**src/rtl/cam_pkg.sv**
```systemverilog
// Shared sizing and types for the CAM block: default geometry and the data/index/match types.
package cam_pkg;

  localparam int CAM_WIDTH_LOG2 = 5;
  localparam int CAM_SIZE_LOG2  = 5;
  localparam int DATA_W         = 2**CAM_WIDTH_LOG2;
  localparam int ENTRIES        = 2**CAM_SIZE_LOG2;

  typedef logic [DATA_W-1:0]        cam_data_t;
  typedef logic [CAM_SIZE_LOG2-1:0] cam_idx_t;
  typedef logic [ENTRIES-1:0]       cam_match_t;

endpackage

```
**src/rtl/cam_if.sv**
```systemverilog
// Request/response bundle between a CAM client (master) and the CAM itself (slave).
interface cam_if
  import cam_pkg::*;
#(
  parameter int ARRAY_WIDTH_LOG2 = CAM_WIDTH_LOG2,
  parameter int ARRAY_SIZE_LOG2  = CAM_SIZE_LOG2
) ();

  localparam int DW = 2**ARRAY_WIDTH_LOG2;
  localparam int SZ = ARRAY_SIZE_LOG2;

  logic          read_i;
  logic [SZ-1:0] read_index_i;
  logic          write_i;
  logic [SZ-1:0] write_index_i;
  logic [DW-1:0] write_data_i;
  logic          search_i;
  logic [DW-1:0] search_data_i;
  logic          read_valid_o;
  logic [DW-1:0] read_value_o;
  logic          search_valid_o;
  logic [SZ-1:0] search_index_o;

  modport master (
    output read_i, read_index_i,
    output write_i, write_index_i, write_data_i,
    output search_i, search_data_i,
    input  read_valid_o, read_value_o,
    input  search_valid_o, search_index_o
  );

  modport slave (
    input  read_i, read_index_i,
    input  write_i, write_index_i, write_data_i,
    input  search_i, search_data_i,
    output read_valid_o, read_value_o,
    output search_valid_o, search_index_o
  );

endinterface

```
**src/rtl/cam_priority_enc.sv**
```systemverilog
// Lowest-index-first priority encoder over the per-entry match vector; purely combinational.
module cam_priority_enc
  import cam_pkg::*;
#(
  parameter int ENTRIES_P = ENTRIES,
  parameter int IDX_W     = $clog2(ENTRIES_P)
) (
  input  logic [ENTRIES_P-1:0] match_i,
  output logic                 any_o,
  output logic [IDX_W-1:0]     idx_o
);

  // Scan from the top down so the last assignment made is the lowest set bit.
  always_comb begin
    any_o = |match_i;
    idx_o = '0;
    for (int k = ENTRIES_P - 1; k >= 0; k--) begin
      if (match_i[k]) begin
        idx_o = IDX_W'(k);
      end
    end
  end

endmodule

```
**src/rtl/cam_array.sv**
```systemverilog
// Content-addressable memory with read-by-index, write-by-index and search-by-value, 1-cycle registered results.
module cam_array
  import cam_pkg::*;
#(
  parameter int ARRAY_WIDTH_LOG2 = CAM_WIDTH_LOG2,
  parameter int ARRAY_SIZE_LOG2  = CAM_SIZE_LOG2
) (
  input  logic clk,
  input  logic reset,
  cam_if.slave bus
);

  localparam int DW  = 2**ARRAY_WIDTH_LOG2;
  localparam int ENT = 2**ARRAY_SIZE_LOG2;
  localparam int SZ  = ARRAY_SIZE_LOG2;

  typedef logic [DW-1:0] data_t;
  typedef logic [SZ-1:0] idx_t;

  data_t          mem [ENT];
  logic [ENT-1:0] valid;
  logic [ENT-1:0] match;
  logic           hit_any;
  idx_t           hit_idx;
  logic           read_hit;

  assign read_hit = bus.read_i && valid[bus.read_index_i];

  // Match against the pre-write state; the write lands at the same edge the result is captured.
  always_comb begin
    match = '0;
    for (int k = 0; k < ENT; k++) begin
      match[k] = valid[k] && (mem[k] == bus.search_data_i);
    end
  end

  cam_priority_enc #(
    .ENTRIES_P (ENT),
    .IDX_W     (SZ)
  ) u_prio (
    .match_i (match),
    .any_o   (hit_any),
    .idx_o   (hit_idx)
  );

  always_ff @(posedge clk or negedge reset) begin
    if (!reset) begin
      valid <= '0;
      for (int k = 0; k < ENT; k++) begin
        mem[k] <= '0;
      end
    end else if (bus.write_i) begin
      mem[bus.write_index_i]   <= bus.write_data_i;
      valid[bus.write_index_i] <= 1'b1;
    end
  end

  // Outputs fall back to zero whenever the matching request was absent or missed.
  always_ff @(posedge clk or negedge reset) begin
    if (!reset) begin
      bus.read_valid_o   <= 1'b0;
      bus.read_value_o   <= '0;
      bus.search_valid_o <= 1'b0;
      bus.search_index_o <= '0;
    end else begin
      bus.read_valid_o   <= read_hit;
      bus.read_value_o   <= read_hit ? mem[bus.read_index_i] : '0;
      bus.search_valid_o <= bus.search_i && hit_any;
      bus.search_index_o <= (bus.search_i && hit_any) ? hit_idx : '0;
    end
  end

endmodule
```
**src/flat_wrapper.sv**
```systemverilog
// flat-port wrapper written by rule: the top's interface ports become plain ports
module cam_array_flat import cam_pkg::*;
#(
  parameter int ARRAY_WIDTH_LOG2 = CAM_WIDTH_LOG2,
  parameter int ARRAY_SIZE_LOG2  = CAM_SIZE_LOG2
)
  (clk, reset, bus_read_i, bus_read_index_i, bus_write_i, bus_write_index_i, bus_write_data_i, bus_search_i, bus_search_data_i, bus_read_valid_o, bus_read_value_o, bus_search_valid_o, bus_search_index_o);
  cam_if #(.ARRAY_WIDTH_LOG2(ARRAY_WIDTH_LOG2), .ARRAY_SIZE_LOG2(ARRAY_SIZE_LOG2)) bus_i ();
  input  logic clk;
  input  logic reset;
  input wire logic [$bits(bus_i.read_i)-1:0] bus_read_i;
  input wire logic [$bits(bus_i.read_index_i)-1:0] bus_read_index_i;
  input wire logic [$bits(bus_i.write_i)-1:0] bus_write_i;
  input wire logic [$bits(bus_i.write_index_i)-1:0] bus_write_index_i;
  input wire logic [$bits(bus_i.write_data_i)-1:0] bus_write_data_i;
  input wire logic [$bits(bus_i.search_i)-1:0] bus_search_i;
  input wire logic [$bits(bus_i.search_data_i)-1:0] bus_search_data_i;
  output wire logic [$bits(bus_i.read_valid_o)-1:0] bus_read_valid_o;
  output wire logic [$bits(bus_i.read_value_o)-1:0] bus_read_value_o;
  output wire logic [$bits(bus_i.search_valid_o)-1:0] bus_search_valid_o;
  output wire logic [$bits(bus_i.search_index_o)-1:0] bus_search_index_o;
  assign bus_i.read_i = bus_read_i;
  assign bus_i.read_index_i = bus_read_index_i;
  assign bus_i.write_i = bus_write_i;
  assign bus_i.write_index_i = bus_write_index_i;
  assign bus_i.write_data_i = bus_write_data_i;
  assign bus_i.search_i = bus_search_i;
  assign bus_i.search_data_i = bus_search_data_i;
  assign bus_read_valid_o = bus_i.read_valid_o;
  assign bus_read_value_o = bus_i.read_value_o;
  assign bus_search_valid_o = bus_i.search_valid_o;
  assign bus_search_index_o = bus_i.search_index_o;
  cam_array #(.ARRAY_WIDTH_LOG2(ARRAY_WIDTH_LOG2), .ARRAY_SIZE_LOG2(ARRAY_SIZE_LOG2)) u_core (.clk(clk), .reset(reset), .bus(bus_i));
endmodule
```
**config.mk**
```make
export PLATFORM = sky130hd
export DESIGN_NAME = cam_array_flat
export DESIGN_NICKNAME = d
export VERILOG_FILES = /design/src/rtl/cam_pkg.sv /design/src/rtl/cam_if.sv /design/src/rtl/cam_priority_enc.sv /design/src/rtl/cam_array.sv /design/src/flat_wrapper.sv
export SDC_FILE = /design/constraint.sdc
export NUM_CORES = 2
export LEC_CHECK = 0
export ABC_AREA = 1
export BUFFER_PORTS_ARGS = -buffer_cell sky130_fd_sc_hd__buf_2
export CAP_MARGIN = 40
export CORE_ASPECT_RATIO = 1.5
export CORE_MARGIN = 5
export CORE_UTILIZATION = 24
export DETAILED_ROUTE_END_ITERATION = 7
export REMOVE_ABC_BUFFERS = 1
export SLEW_MARGIN = 20
export SYNTH_ARGS = -nofsm -noshare
export SYNTH_HDL_FRONTEND = slang
export SYNTH_SLANG_ARGS = --single-unit
```
**constraint.sdc**
```tcl
create_clock -name clk -period 3.45 [get_ports clk]
set_clock_uncertainty 0.15 [all_clocks]
set_input_delay 0.5175 -clock clk [delete_from_list [all_inputs] [get_ports clk]]
set_output_delay 0.5175 -clock clk [all_outputs]
set_load 0.05 [all_outputs]
```
==> impl_metrics.toml <==
[die]
dieHeight_um = 628
die-area_um2 = 265000
ioPinCount = 118
fp-row-count = 227
fp.coreArea_um2 = 254000
start_util = 0.241
die_width_um = 422

[sta]
finalWorstSetupSlack_ns = -0.124
min_period_over_period = 1.04
setup_viol = 5
slew_headroom = 0.349
fmax_mhz = 280
drv_slew = 0
setup_tns_ns = -0.400
fin_hold_ws_ns = 0.0808
rsz0062_at_grt = "yes"
worstMarginPinSlew_ns = 0.973
finalHoldViolCount = 0
finalCriticalPeriod_ns = 3.57

[cts]
cts_tree = "built"
cts_buffer_depth = 3
clock_sinks = 1095
htree_levels = 3
cts_buffers = 111
cts_root_buf = "clkbuf_16"
cts.reportedPaths.clkPinSlew_ns = 0.07
clock_latency_ns = 0.81

[status]
status = "finished, violations left"
violations = "setup timing"

[cells_and_area]
fin_nets = 8668
layout.cells.non_filler = 12000
drive_above_1_share = 0.192
syn_to_final_growth_pct = 27.4
nFillCells = 27400
final_common_cell = "nand2_1"
final_cell_mix = "nand2_1, o21ai_0, dfrtp_1, buf_4, a21oi_1"
final_util = 0.306

[pwr]
vdd_drop_max_v = 0.000434
p_per_area_nw_per_um2 = 572
leakagePower_uw = 0.0344

[synthesis]
yosys-top-cells-area = "dfrtp_1, o21ai_0, nand2_1"
syn_inst = 7893
ys_warn_count = 0
synthFlopType = "dfrtp_1"
synth_seq_cells = 1095
synth.distinct_cells = 57
synth_top_area_share = 0.448
synth_edf_count = 0
mappedNetlistArea_um2 = 61200
yosysSeqAreaShare = 0.448
yosysTopAreaCell = "dfrtp_1"
avgSynthCellArea_um2 = 7.75
async_flop_share = 1.00

[routing]
viasPerCell = 5.64
via_count = 68000
first_pass_iters = 7
initialDrtViolationCount = 10000
route.detailed.drc = 0
routedWlPerCell_um = 34.4
wl_um = 415000
postRouteAntennaNets = 0

[setup_path]
critPathLaunchType = "input port"
r2r_slack_ns = -0.07
crit_chain = "buf_2 -> inv_2 -> buf_4 -> o21ai_1 -> a221oi_2 -> nand3_1 -> nor4_2 -> nand4_1 -> buf_4 -> and2_1 -> and3_4 -> nand2_4 -> nor2_1 -> a21boi_2 -> nand2_2 -> a31oi_4 -> nand3_2 -> nor3_2"
timing.rr.start = "u_core.mem[118]$_DFFE_PN0P_"
critPathKind = "input port to flop"
path_buf_inv = 4
timing.rr.end = "u_core.bus.search_index_o[0]$_DFF_PN0_"
crit_start = "bus_search_data_i[21]"
cpLargestDelayFamily = "simple AND/OR/NAND/NOR gates"
cp.depth = 18
worstPathMaxFanout = 17
crit_path_frequent_cell = "buf_4"
cp-endpoint = "u_core.bus.search_index_o[4]$_DFF_PN0_"
crit_arrival_ns = 4.13
crit_slowest_cell = "nor4_2"
end_kind = "flop"
reg2reg_depth = 34
cp_slowest_stage_delay_ns = 0.52
worstPathRequired_ns = 4.00

[place]
portBuffers = 117
dp_hpwl_um = 300000
place.gp.congestion = 1.06
place_inst = 11800
pre_cts_slack_ns = -1.07

[grt]
overflow = 0
grtUsageTotal = 0.301
grt_pass1_wl_um = 555000
antenna_found_initial = 67
grt_max_degree = 114
grt_pass1_vias = 64100

[flow_run]
max-cap-violations = 0

[min_path]
hp-class = "input port to flop"
hp-start = "bus_write_data_i[13]"
==> registers in the layout, summed over array words and instances (netlist names) <==
signal,count
u_core.bus.read_valid_o,1
u_core.bus.read_value_o,32
u_core.bus.search_index_o,5
u_core.bus.search_valid_o,1
u_core.mem,1024
u_core.valid,32
==> kinds of logic (layout without fill, tap and decap cells) <==
| kind of cell | after synthesis | after routing | synth area share |
|---|---|---|---|
| XOR/XNOR | 334 | 334 | 0.0478 |
| AO/OA/AOI/OAI | 2639 | 2639 | 0.242 |
| other | 0 | 43 | 0 |
| AND/OR/NAND/NOR | 2572 | 2572 | 0.176 |
| buffers and inverters | 1253 | 2043 | 0.0860 |
| flip-flops | 1095 | 1095 | 0.448 |
==> worst register-to-register path, delay by kind of cell (launching register included) <==
family / cells / cell delay [ns]
compound gates: 2 / 0.21
xor+xnor: 1 / 0.16
flops: 1 / 0.41
simple gates: 31 / 2.48
==> through the flow <==
stage | total power (µW) | cell area (µm²)
after global routing | 45800 | 77800
after detailed placement | 29900 | 73300
after floorplan | 22100 | 57900
after global placement | 29800 | 73100
after CTS | 43800 | 77500
final | 44600 | 77900
==> power breakdown <==
group / switching (µW) / internal (µW) / leakage (µW) / total, µW
Combinational: 7950 / 4810 / 0.0184 / 12800
Sequential: 2760 / 15100 / 0.0141 / 17900
Clock: 6070 / 7890 / 0.00194 / 14000
==> synth_stat cells (3+ instances only) <==
library cell  number
o221ai_1           5
o2111ai_1         18
inv_1            509
nor4b_1            4
xnor2_1          206
buf_1             37
a221oi_1          47
o211ai_1          35
nand3_1          270
nor2_1           287
o22ai_1          349
inv_4              4
a31oi_1            9
o21ai_0         1458
nor3_1            26
a221oi_2           3
a211oi_1          76
nor4_1           117
xor2_1           128
buf_4             55
inv_2             22
or2_2             14
dfrtp_1         1095
buf_2             68
a21oi_1          483
clkbuf_1         525
and2_0             3
nand2_1         1722
a221o_1            4
and3_4             3
and3_1            17
a22oi_1           10
buf_6             29
nand4_1           70
a22o_1            30
o311ai_0          95
or4_1             20
and2_1             9
o21ai_1            8
==> cell type report <==
cell class,instances,area (µm²),area share
multi-input cells,5545,28900,0.371
flip-flops and latches,1095,27400,0.352
repair buffers,1300,11200,0.144
well taps,3320,4150,0.0533
clock buffers,139,3010,0.0387
inverters,536,2050,0.0263
clock inverters,68,1030,0.0133
diodes,43,108,0.00138
==> layer usage <==
metal / wire length [µm] / GRT usage / vias to the layer above
met5: 147 / 0 / -
met4: 54600 / 0.302 / 24
met3: 40900 / 0.0758 / 1851
met2: 182000 / 0.470 / 4933
met1: 137000 / 0.327 / 32700
li1: - / - / 28500
==> worst min-delay path by stage <==
stage	depth (start not counted)	slack [ns]	endpoint
after floorplan	0	0.07	u_core.bus.read_valid_o$_DFF_PN0_
after global placement	2	0.30	u_core.valid[3]$_DFFE_PN0P_
after detailed placement	2	0.31	u_core.valid[3]$_DFFE_PN0P_
after CTS	4	0.03	u_core.bus.search_index_o[0]$_DFF_PN0_
after global routing	3	0.09	u_core.mem[621]$_DFFE_PN0P_
final	3	0.08	u_core.mem[589]$_DFFE_PN0P_
==> what timing repair did <==
item                                    in CTS  in global routing
hold endpoints to repair                   139                  0
endpoints found under the setup margin       5                  5
buffers inserted                             4                  7
hold buffers                                 3                  0
gates resized for setup                     39                 59
cloned                                       0                  0
pin swaps                                   14                 37
No activity file was read; power rests on OpenSTA's default activity.
